--- src/rtl/safety_island_boot_ctrl.sv ---
// Boot sequencer for the safety island core: holds the core in reset, picks the boot
// source, validates the entry point and releases fetch, with timeout and restart paths.
module safety_island_boot_ctrl #(
    parameter logic [31:0] BaseAddr      = 32'h6000_0000,
    parameter logic [31:0] BootROMOffset = 32'h0000_1000,
    parameter logic [31:0] MemOffset     = 32'h0020_0000,
    parameter logic [31:0] MemBytes      = 32'h0001_0000,
    parameter int unsigned ResetCycles   = 4,
    parameter logic [31:0] TimeoutCycles = 32'd1_000_000
) (
    input  logic        clk_i,
    input  logic        rst_ni,
    input  logic [1:0]  bootmode_i,
    input  logic        fetch_en_req_i,
    input  logic        entry_valid_i,
    input  logic [31:0] entry_addr_i,
    input  logic        restart_req_i,
    output logic        core_rst_no,
    output logic        core_fetch_en_o,
    output logic [31:0] core_boot_addr_o,
    output logic        boot_done_o,
    output logic [1:0]  boot_err_o
);

    localparam logic [31:0] JtagAddr = BaseAddr + BootROMOffset;
    localparam logic [32:0] MemLo    = {1'b0, BaseAddr} + {1'b0, MemOffset};
    localparam logic [32:0] MemHi    = MemLo + {1'b0, MemBytes};

    localparam int RW = (ResetCycles > 1) ? $clog2(ResetCycles) : 1;
    localparam int TW = (TimeoutCycles == 32'd0) ? 1 : $clog2({1'b0, TimeoutCycles} + 33'd1);

    localparam logic [RW-1:0] RstLast  = RW'(ResetCycles - 1);
    localparam logic [TW-1:0] TmoLimit = TW'(TimeoutCycles);

    localparam logic [1:0] ErrNone    = 2'b00;
    localparam logic [1:0] ErrTimeout = 2'b01;
    localparam logic [1:0] ErrEntry   = 2'b10;
    localparam logic [1:0] ErrMode    = 2'b11;

    typedef enum logic [2:0] {
        StReset,
        StSample,
        StWaitJtag,
        StWaitPreload,
        StLaunch,
        StRun,
        StError
    } state_e;

    state_e          state_q;
    logic [RW-1:0]   rstCnt_q;
    logic [TW-1:0]   tmoCnt_q;
    logic [TW-1:0]   tmoCnt_d;
    logic            tmoHit;
    logic            entryOk;
    logic [32:0]     entryExt;

    logic            coreRst_q;
    logic            fetchEn_q;
    logic [31:0]     bootAddr_q;
    logic            done_q;
    logic [1:0]      err_q;

    // Bounds are compared one bit wider so a window near the top of memory cannot wrap.
    assign entryExt = {1'b0, entry_addr_i};
    assign entryOk  = (entry_addr_i[1:0] == 2'b00) && (entryExt >= MemLo) && (entryExt < MemHi);

    assign tmoCnt_d = (tmoCnt_q == TmoLimit) ? tmoCnt_q : tmoCnt_q + TW'(1);
    assign tmoHit   = (TimeoutCycles != 32'd0) && (tmoCnt_d == TmoLimit);

    always_ff @(posedge clk_i or negedge rst_ni) begin
        if (!rst_ni) begin
            state_q    <= StReset;
            rstCnt_q   <= '0;
            tmoCnt_q   <= '0;
            coreRst_q  <= 1'b0;
            fetchEn_q  <= 1'b0;
            bootAddr_q <= JtagAddr;
            done_q     <= 1'b0;
            err_q      <= ErrNone;
        end else if (restart_req_i) begin
            // The boot address is deliberately kept across a restart.
            state_q   <= StReset;
            rstCnt_q  <= '0;
            tmoCnt_q  <= '0;
            coreRst_q <= 1'b0;
            fetchEn_q <= 1'b0;
            done_q    <= 1'b0;
            err_q     <= ErrNone;
        end else begin
            case (state_q)
                StReset: begin
                    if (rstCnt_q == RstLast) begin
                        rstCnt_q  <= '0;
                        coreRst_q <= 1'b1;
                        state_q   <= StSample;
                    end else begin
                        rstCnt_q <= rstCnt_q + RW'(1);
                    end
                end
                StSample: begin
                    tmoCnt_q <= '0;
                    case (bootmode_i)
                        2'b00:   state_q <= StWaitJtag;
                        2'b01:   state_q <= StWaitPreload;
                        default: begin
                            coreRst_q <= 1'b0;
                            err_q     <= ErrMode;
                            state_q   <= StError;
                        end
                    endcase
                end
                StWaitJtag: begin
                    tmoCnt_q <= tmoCnt_d;
                    if (fetch_en_req_i) begin
                        bootAddr_q <= JtagAddr;
                        state_q    <= StLaunch;
                    end else if (tmoHit) begin
                        coreRst_q <= 1'b0;
                        err_q     <= ErrTimeout;
                        state_q   <= StError;
                    end
                end
                StWaitPreload: begin
                    tmoCnt_q <= tmoCnt_d;
                    if (entry_valid_i) begin
                        if (entryOk) begin
                            bootAddr_q <= entry_addr_i;
                            state_q    <= StLaunch;
                        end else begin
                            coreRst_q <= 1'b0;
                            err_q     <= ErrEntry;
                            state_q   <= StError;
                        end
                    end else if (tmoHit) begin
                        coreRst_q <= 1'b0;
                        err_q     <= ErrTimeout;
                        state_q   <= StError;
                    end
                end
                StLaunch: begin
                    fetchEn_q <= 1'b1;
                    done_q    <= 1'b1;
                    state_q   <= StRun;
                end
                StRun: begin
                    state_q <= StRun;
                end
                StError: begin
                    state_q <= StError;
                end
                default: begin
                    coreRst_q <= 1'b0;
                    fetchEn_q <= 1'b0;
                    done_q    <= 1'b0;
                    state_q   <= StReset;
                end
            endcase
        end
    end

    assign core_rst_no      = coreRst_q;
    assign core_fetch_en_o  = fetchEn_q;
    assign core_boot_addr_o = bootAddr_q;
    assign boot_done_o      = done_q;
    assign boot_err_o       = err_q;

endmodule
--- config.mk ---
export PLATFORM = sky130hd
export DESIGN_NAME = safety_island_boot_ctrl
export DESIGN_NICKNAME = d
export VERILOG_FILES = /design/src/rtl/safety_island_boot_ctrl.sv
export SDC_FILE = /design/constraint.sdc
export NUM_CORES = 1
export LEC_CHECK = 0
export CAP_MARGIN = 10
export CORE_MARGIN = 2
export CORE_UTILIZATION = 46
export DETAILED_ROUTE_END_ITERATION = 12
export GPL_ROUTABILITY_DRIVEN = 0
export MAX_ROUTING_LAYER = met4
export PLACE_DENSITY = 0.77
export SLEW_MARGIN = 15
export SYNTH_ARGS = -nofsm -noshare
export SYNTH_HDL_FRONTEND = slang
export SYNTH_SLANG_ARGS = --single-unit
--- constraint.sdc ---
create_clock -name clk_i -period 2.2 [get_ports clk_i]
set_input_delay 0.44 -clock clk_i [delete_from_list [all_inputs] [get_ports clk_i]]
set_output_delay 0.44 -clock clk_i [all_outputs]
set_load 0.005 [all_outputs]
# Word-level counts from Yosys, hierarchy flattened
# Index checks and enable logic that the tools add are counted.
# W data, S select, Z words.
# totals
word_cells	83
input_bits	39
output_inout_bits	37
reg_bits	61
# classes
reduce_logical	17
n_lt_le_gt_ge	2
eq_ne	19
muxes	35
n_addsub	2
bitwise	1
# ops
cell	count
$mux W32	3
$pmux W32 S2	1
$eq A20 B20 Y1 const B	2
$mux W20	2
$pmux W20 S2	1
$ge A32 B31 Y1 const B	1
$lt A32 B31 Y1 const B	1
$add A20 B1 Y20 const B	1
$mux W2	10
$pmux W3 S6	1
$mux W3	5
$reduce_and A5 Y1	2
$eq A3 B3 Y1 const B	3
$ne A3 B3 Y1 const B	3
$mux W1	8
$eq A3 B2 Y1 const B	2
$ne A2 B2 Y1 const B	3
$pmux W2 S3	1
$pmux W3 S2	1
$reduce_or A2 Y1	3
$reduce_or A6 Y1	1
$pmux W1 S5	1
$logic_not A2 Y1	2
$ne A2 B1 Y1 const B	2
14 further kinds	16

# Logic depth before layout (Yosys ltp)
# Gate-level depths: netlist of run 1.
# logic_depth
word_depth	7
depth_mapped	8
depth_no_buf	8

# Worst setup path before layout of run 1
# OpenSTA, ideal clock, no wires.
# synth_path
path_type	register -> register
start	register tmoCnt_q[2]
end	register state_q[2]
setup_time_ns	0.121
slack_ns	-0.038
stages_incl_launch_ff	8
synth_period_minus_slack_ns	2.238
arrival_time_ns	2.116
path_cell_list	dfrtp_1 -> buf_2 -> nand3_2 -> or4_4 -> o31a_1 -> o2111a_1 -> and4_4 -> a32o_2
# synth_via
elab_chain_len	7
elab_cells_between_ends	9
cone_classes	1 x add/sub; 2 x eq/ne; 6 x mux
# synth_rtl
element	line	source
start: declaration	52	logic [TW-1:0] tmoCnt_q;
start signal: assignment	114	tmoCnt_q <= tmoCnt_d;
start signal: assignment	125	tmoCnt_q <= tmoCnt_d;
$add A20 B1 Y20 or $eq A20 B20 Y1 (tied branches)	68	assign tmoCnt_d = (tmoCnt_q == TmoLimit) ? tmoCnt_q : tmoCnt_q + TW'(1);
$mux W20 (*)	68	
$eq A20 B20 Y1 (*)	69	assign tmoHit = (TimeoutCycles != 32'd0) && (tmoCnt_d == TmoLimit);
$mux W3 (*)	n/a	
$mux W3 (on tied branches)	n/a	
$pmux W3 S6 (*)	n/a	
$mux W3 (*)	n/a	
end signal: assignment	73	state_q <= StReset;
end signal: assignment	83	state_q <= StReset;
end signal: assignment	96	state_q <= StSample;
end: declaration	50	state_e state_q;
# Every way passes the cells marked *; elsewhere a longest branch is shown, timed or not.
# A chain may end at the register's enable or synchronous reset.

# Worst setup path in the final report of run 1
# layout_path
start	register tmoCnt_q[1]
end	register err_q[1] (netlist: boot_err_o[1])
# layout_via
elab_chain_len	7
elab_cells_between_ends	9
cone_classes	1 x add/sub; 2 x eq/ne; 6 x mux
# layout_rtl
element	line	source
$add A20 B1 Y20 or $eq A20 B20 Y1 (tied branches)	68	
$mux W20 (*)	68	
$eq A20 B20 Y1 (*)	69	
$mux W2 (*)	n/a	
$mux W2 (on tied branches)	n/a	
$pmux W2 S3 (*)	n/a	
$mux W2 (*)	n/a	
end signal: assignment	80	err_q <= ErrNone;
end signal: assignment	89	err_q <= ErrNone;
end signal: assignment	108	err_q <= ErrMode;
end: declaration	62	logic [1:0] err_q;
# Every way passes the cells marked *; elsewhere a longest branch is shown, timed or not. The select of a mux whose other input is x is not followed.

==> results of run 1 <==
==> power breakdown <==
| part | switching (W) | internal [W] |
|---|---|---|
| registers | 0.0000330 | 0.00118 |
| logic | 0.000218 | 0.000228 |
| clock network | 0.000459 | 0.000582 |
| total | 0.000710 | 0.00199 |
==> metrics by stage <==
step	total power (W)	hold WS [ps]
after global routing	0.00282	110
after detailed placement	0.00167	476
after CTS	0.00271	104
final	0.00270	86.3
after global placement	0.00165	472
after floorplan	0.00144	144
==> state kept, by name, summed over array words and instances (netlist names) <==
name	cells
core_rst_no	1
tmoCnt_q	20
boot_err_o	2
core_boot_addr_o	32
rstCnt_q	2
boot_done_o	1
state_q	3
==> worst max-delay path, stage by stage (launching register included) <==
cell and delay [ps]:
dfrtp_2 440, inv_1 110, ha_4 140, and2b_2 140, nand4_1 130, or4_4 500, a22oi_2 220, and4_4 300
a41oi_1 120
==> layer usage <==
layer | wire length, microns | up-vias | share of wire (%)
li1 | - | 1635 | -
met1 | 4250 | 1666 | 43
met2 | 4810 | 174 | 48
met3 | 782 | 16 | 7.8
met4 | 125 | 0 | 1.3
met5 | 0 | - | 0
==> cells in the final DEF (no fill, tap or decap), drive strengths merged, types with 11 or more instances in the layout <==
cell,netlist,layout
nand3,26,26
clkbuf,22,12
buf,5,65
nor2,29,29
clkdlybuf4s50,0,74
a21oi,14,14
dfrtp,58,58
nand4,11,11
nand2,36,36
nor2b,17,17
o21ai,49,49
nor4,12,12
==> area by class of cell <==
class / count / area [sq um]
Multi-Input combinational cell: 282 / 1760
Inverter: 7 / 26.3
Fill cell: 605 / 2240
Tap cell: 99 / 124
Timing Repair Buffer: 139 / 1250
Clock buffer: 12 / 155
Sequential cell: 61 / 1530
Clock inverter: 4 / 47.5
==> timing repair <==
item                                    4_1_cts  5_1_grt
gates cloned                                  0        0
resized for setup                             6       11
pin swaps                                     8        8
buffers inserted                              5        3
endpoints found under the setup margin        5        5
hold endpoints to repair                      0        0
==> cell families (layout without fill, tap and decap cells) <==
logic type | after synthesis | count (layout)
xor gates and xnor gates | 6 | 6
AOI/OAI and AO/OA | 103 | 103
and+or+nand+nor | 169 | 169
DFF | 61 | 61
adders and majority gates | 3 | 3
buffers and inverters | 34 | 162
muxes | 1 | 1
==> how the worst max path moves through the flow <==
| stage | to | slack, ps | cells past startpoint |
|---|---|---|---|
| floorplan | state_q[2]$_DFFE_PN0P_ | -10 | 6 |
| global placement | boot_err_o[0]$_DFFE_PN0P_ | -240 | 8 |
| detailed placement | boot_err_o[0]$_DFFE_PN0P_ | -220 | 8 |
| CTS | state_q[2]$_DFFE_PN0P_ | 8 | 6 |
| global route | core_rst_no$_DFFE_PN0P_ | -120 | 8 |
| finish | boot_err_o[1]$_DFFE_PN0P_ | -20 | 8 |
==> results.json, run 1 <==
{
  "synth-xor-area-share_pct": 1.57,
  "cts_tree": "yes",
  "grt_pass1_vias": 3307,
  "r2r-start": "tmoCnt_q[1]$_DFFE_PN0P_",
  "critical_path_class": "reg -> reg",
  "drtAntennaViolNets": 0,
  "worst_skew_pair.late_latency_ps": 340,
  "synth_cells": 377,
  "synth-warning-count": 0,
  "viasPerCell": 5.78,
  "cts.sinks": 61,
  "hold_buffers": 0,
  "place_area_sq_um": 4550,
  "port_buffers": 75,
  "grtUsageTotal_pct": 26.7,
  "stdcell_area_sq_um": 4900,
  "wirelength_microns": 9970,
  "syn_avg_cell_area_sq_um": 8.86,
  "final-max-slew-violation-count": 0,
  "grt_setup_unrepaired": "true",
  "numCtsBuffers": 9,
  "status": "finished with violations",
  "grt.met1_usage_pct": 35.5,
  "dieHeight_microns": 89.2,
  "grt_use_met2_pct": 40.5,
  "fin_crit_ps": 2220,
  "grt_remaining_overflow": 0,
  "drive_gt1_share_pct": 23.0,
  "max_freq_mhz": 450,
  "met3_usage_pct": 6.46,
  "clk_pin_slew_ps": 80,
  "synth_cell_types": 61,
  "reg2reg_slack_ps": -20,
  "cp.required_ps": 2410,
  "arrival_ps": 2440,
  "crit_path_max_fanout": 5,
  "io_pins": 76,
  "clk_path_buf_depth": 2,
  "critical_path.startpoint": "tmoCnt_q[1]$_DFFE_PN0P_",
  "drtIter0Drc": 283,
  "start_util_pct": 46.8,
  "clock_skew_ps": 10.7,
  "antennaDiodeCount": 0,
  "post-place-ws_ps": -222,
  "grt_pass1_wl_microns": 15900,
  "rows": 31,
  "drc": 0,
  "r2r_cells": 8,
  "hold_class": "in -> async",
  "finalHoldViolations": 0,
  "synth-simple-area-share_pct": 27.8,
  "synth_compound_area_share_pct": 19.3,
  "synth.net_count": 419,
  "period_share_pct": 101,
  "setup_ws_ps": -24.7,
  "area_growth_pct": 46.6,
  "final_nets": 542,
  "finalSetupTns_ps": -66.6,
  "cts-root-buf": "clkbuf_8",
  "htree_levels": 3,
  "finalSetupViolCount": 3,
  "synth_top_area_share_pct": 43.4,
  "cap_violations": 0,
  "synthMuxAreaShare_pct": 0.300,
  "wl_per_cell_microns": 16.5,
  "dp_hpwl_microns": 6820,
  "gr-max-usage-layer": "met2",
  "worstMarginPinSlew_ps": 1030,
  "coreArea_sq_um": 7140,
  "synth_commonest_cells": "dfrtp_1 (58), o21ai_0 (49), nand2_1 (36)",
  "regToRegEndpoint": "boot_err_o[1]$_DFFE_PN0P_",
  "synth_most_common_cell": "dfrtp_1",
  "first_pass_iters": 7,
  "synth_seq_area_share_pct": 45.8,
  "dp_cells": 580,
  "syn_area_sq_um": 3340,
  "slew_headroom_pct": 31.2,
  "synth_enable_flop_cells": 0,
  "final_cells": 604,
  "end_kind": "flop",
  "final_core_util_pct": 68.6,
  "pwr_density_cell_nw_per_um2": 551,
  "grt_start_max_net_pins": 62,
  "synth_ff_type": "dfrtp_1",
  "dieArea_sq_um": 7960,
  "violations": "negative setup slack",
  "antenna_found_initial": 0,
  "synth_top_family_by_area": "simple AND/OR/NAND/NOR gates",
  "synthAdderAreaFrac_pct": 1.12,
  "yosysTopAreaCell": "dfrtp_1",
  "power.leakage_nw": 2.23,
  "ys_ff_latch": 61,
  "ys_top_cells_by_area": "dfrtp_1 (43%), o21ai_0 (7.3%), nand2_1 (4.0%)",
  "async_reset_ff_share_pct": 100,
  "startpoint_type": "flop",
  "die_w_microns": 89.2,
  "vias": 3491,
  "ir_drop_v": 0.000438
}
No activity file was read; power rests on OpenSTA's default activity.
==> inputs of run 2 (changes only) <==
Settings changed: CTS_CLUSTER_SIZE set to 24.
==> results of run 2 <==
No change in the layout: final DEF, timing and power equal those of run 1.
==> inputs of run 3 (changes only) <==
Settings changed: CAP_MARGIN 10 to 20, PLACE_DENSITY 0.77 to 0.84.
==> run 3 against run 2 <==
Effect of this change:
- the flow still finishes with violations (negative setup slack)
- worst setup slack lost 12 ps
- core utilization grew 0.26 points
- die area stayed put
- critical path depth unchanged
- sequential share of layout area shrank 0.094 points
- sequential power barely moved
- register-to-register slack hardly changed
- total power up 3.8%
- flip-flop and latch count stayed put
- highest routed layer unchanged
==> results.json, run 3 (same netlist as run 1, synthesis figures left out) <==
{
  "antennaDiodeCount": 0,
  "switchingPower_w": 0.000756,
  "slew_headroom_pct": 41.0,
  "crit_path_max_fanout": 6,
  "finalSetupViolCount": 4,
  "startpoint_type": "flop",
  "htree_levels": 3,
  "finalPower_w": 0.00280,
  "wl_per_cell_microns": 17.6,
  "drive_gt1_share_pct": 23.2,
  "hold_class": "in -> async",
  "power_frac_comb_pct": 15.7,
  "final-max-slew-violation-count": 0,
  "first_pass_iters": 5,
  "cap_violations": 0,
  "clk_path_buf_depth": 2,
  "status": "finished with violations",
  "fin_crit_ps": 2240,
  "setup_ws_ps": -36.7,
  "fillers": 558,
  "rows": 31,
  "wl_met1_microns": 4250,
  "multiInputGateArea_sq_um": 1780,
  "power.leakage_nw": 2.20,
  "final_common_cell": "clkdlybuf4s50_1",
  "regToRegEndpoint": "core_rst_no$_DFFE_PN0P_",
  "largest_reg_flops": 32,
  "coreArea_sq_um": 7140,
  "critical_path.startpoint": "tmoCnt_q[0]$_DFFE_PN0P_",
  "top_layer": "met4",
  "finalHoldViolations": 0,
  "cp.required_ps": 2380,
  "grt_start_max_net_pins": 45,
  "numCtsBuffers": 9,
  "seq_power_share_pct": 43.3,
  "dieArea_sq_um": 7960,
  "final-seq-area_sq_um": 1540,
  "area_growth_pct": 47.2,
  "cts.sinks": 61,
  "netSwitchingFraction_pct": 27.0,
  "die_w_microns": 89.2,
  "final_nets": 536,
  "start_util_pct": 46.8,
  "cts_tree": "yes",
  "critical_path_class": "reg -> reg",
  "clock_skew_ps": 7.45,
  "clkPwrFrac_pct": 41.0,
  "grt_pass1_wl_microns": 16700,
  "pwr_density_cell_nw_per_um2": 569,
  "wl_met3_microns": 877,
  "grt_remaining_overflow": 0,
  "p_int_w": 0.00204,
  "max_freq_mhz": 447,
  "cts-root-buf": "clkbuf_8",
  "arrival_ps": 2420,
  "wirelength_microns": 10500,
  "reg2reg_slack_ps": -40,
  "dp_hpwl_microns": 7150,
  "viasPerCell": 5.99,
  "crit_end": "core_rst_no$_DFFE_PN0P_",
  "layout_common_cells": "clkdlybuf4s50_1 (74), dfrtp_1 (54), buf_4 (53), o21ai_0 (48), nand2_1 (36)",
  "worstMarginPinSlew_ps": 882,
  "end_kind": "flop",
  "drc": 0,
  "port_buffers": 75,
  "violations": "negative setup slack",
  "period_share_pct": 102,
  "drtIter0Drc": 515,
  "timing.hold.ws_ps": 31.4,
  "antenna_found_initial": 0,
  "drtAntennaViolNets": 0,
  "vias": 3583,
  "io_pins": 76,
  "r2r_cells": 8,
  "clk_pin_slew_ps": 80,
  "ir_drop_v": 0.000461,
  "wl_met2_microns": 5110,
  "grt_setup_unrepaired": "true",
  "r2r-start": "tmoCnt_q[0]$_DFFE_PN0P_",
  "grt_pass1_vias": 3468,
  "dieHeight_microns": 89.2,
  "grtUsageTotal_pct": 27.9,
  "worst_skew_pair.late_latency_ps": 350
}
==> run 3: cell count changes in the layout (fill, tap and decap cells not counted), sizes merged <==
cell | before | now
inv | 7 | 9
buf | 65 | 58
bufinv | 1 | 2
clkinvlp | 1 | 2
clkinv | 2 | 1
clkbuf | 12 | 10
==> run 3: worst min-delay path by stage <==
| stage | from | endpoint | slack, ps | depth (start not counted) |
|---|---|---|---|---|
| after detailed placement | rst_ni | tmoCnt_q[7]$_DFFE_PN0P_ | 410 | 1 |
| after CTS | rst_ni | tmoCnt_q[10]$_DFFE_PN0P_ | 40 | 1 |
| after global routing | rst_ni | tmoCnt_q[7]$_DFFE_PN0P_ | 50 | 1 |
| after floorplan | rst_ni | boot_done_o$_DFFE_PN0P_ | 140 | 0 |
| final | rst_ni | tmoCnt_q[7]$_DFFE_PN0P_ | 30 | 1 |
| after global placement | rst_ni | tmoCnt_q[7]$_DFFE_PN0P_ | 410 | 1 |
==> run 3: layout make-up <==
class                      instances  area share, %
multi-input combinational        282           36.2
sequential                        61           31.2
timing repair buffer             133           25.0
clock buffer                       9           2.52
tap                               99           2.52
clock inverter                     7           1.98
inverter                           7          0.534
==> run 3: per-stage QoR <==
step                TNS (ps)  util, %  instance area (sq um)  std cells  setup WS [ps]
floorplan              -10.3        -                   3350        377          -10.3
global placement       -8840     63.5                   4530        577           -373
detailed placement    -10530     63.5                   4530        577           -412
CTS                        0     67.7                   4830        596          0.448
global route            -336     68.9                   4920        598           -113
finish                 -63.3     68.9                   4920        598          -36.7
==> run 3: routing by layer <==
metal  track usage, %  vias to the layer above
li1                 -                     1616
met2             42.5                      213
met3             7.29                       36
met1             36.7                     1718
met4             8.68                        0
met5                -                        -
==> run 3: power by group through the flow <==
stage	combinational [W]	sequential, W	clock, W
2_1_floorplan	0.000208	0.00123	0
3_3_place_gp	0.000411	0.00123	0
3_5_place_dp	0.000424	0.00123	0
4_1_cts	0.000429	0.00121	0.00115
5_1_grt	0.000491	0.00122	0.00122
6_report	0.000439	0.00121	0.00115
==> run 3: timing repair <==
action,CTS,global route
endpoints found under the setup margin,20,13
pin swaps,7,6
buffers inserted,3,1
gates cloned,0,1
hold buffers,0,0
gates resized for setup,13,13
==> run 3: critical path, cell delays in order (launching register included) <==
cell and delay (ps):
dfrtp_2 460, inv_2 100, ha_4 130, and2b_2 130
nand4_1 130, or4_4 510, a22oi_2 210, and4_4 300
a41oi_1 110
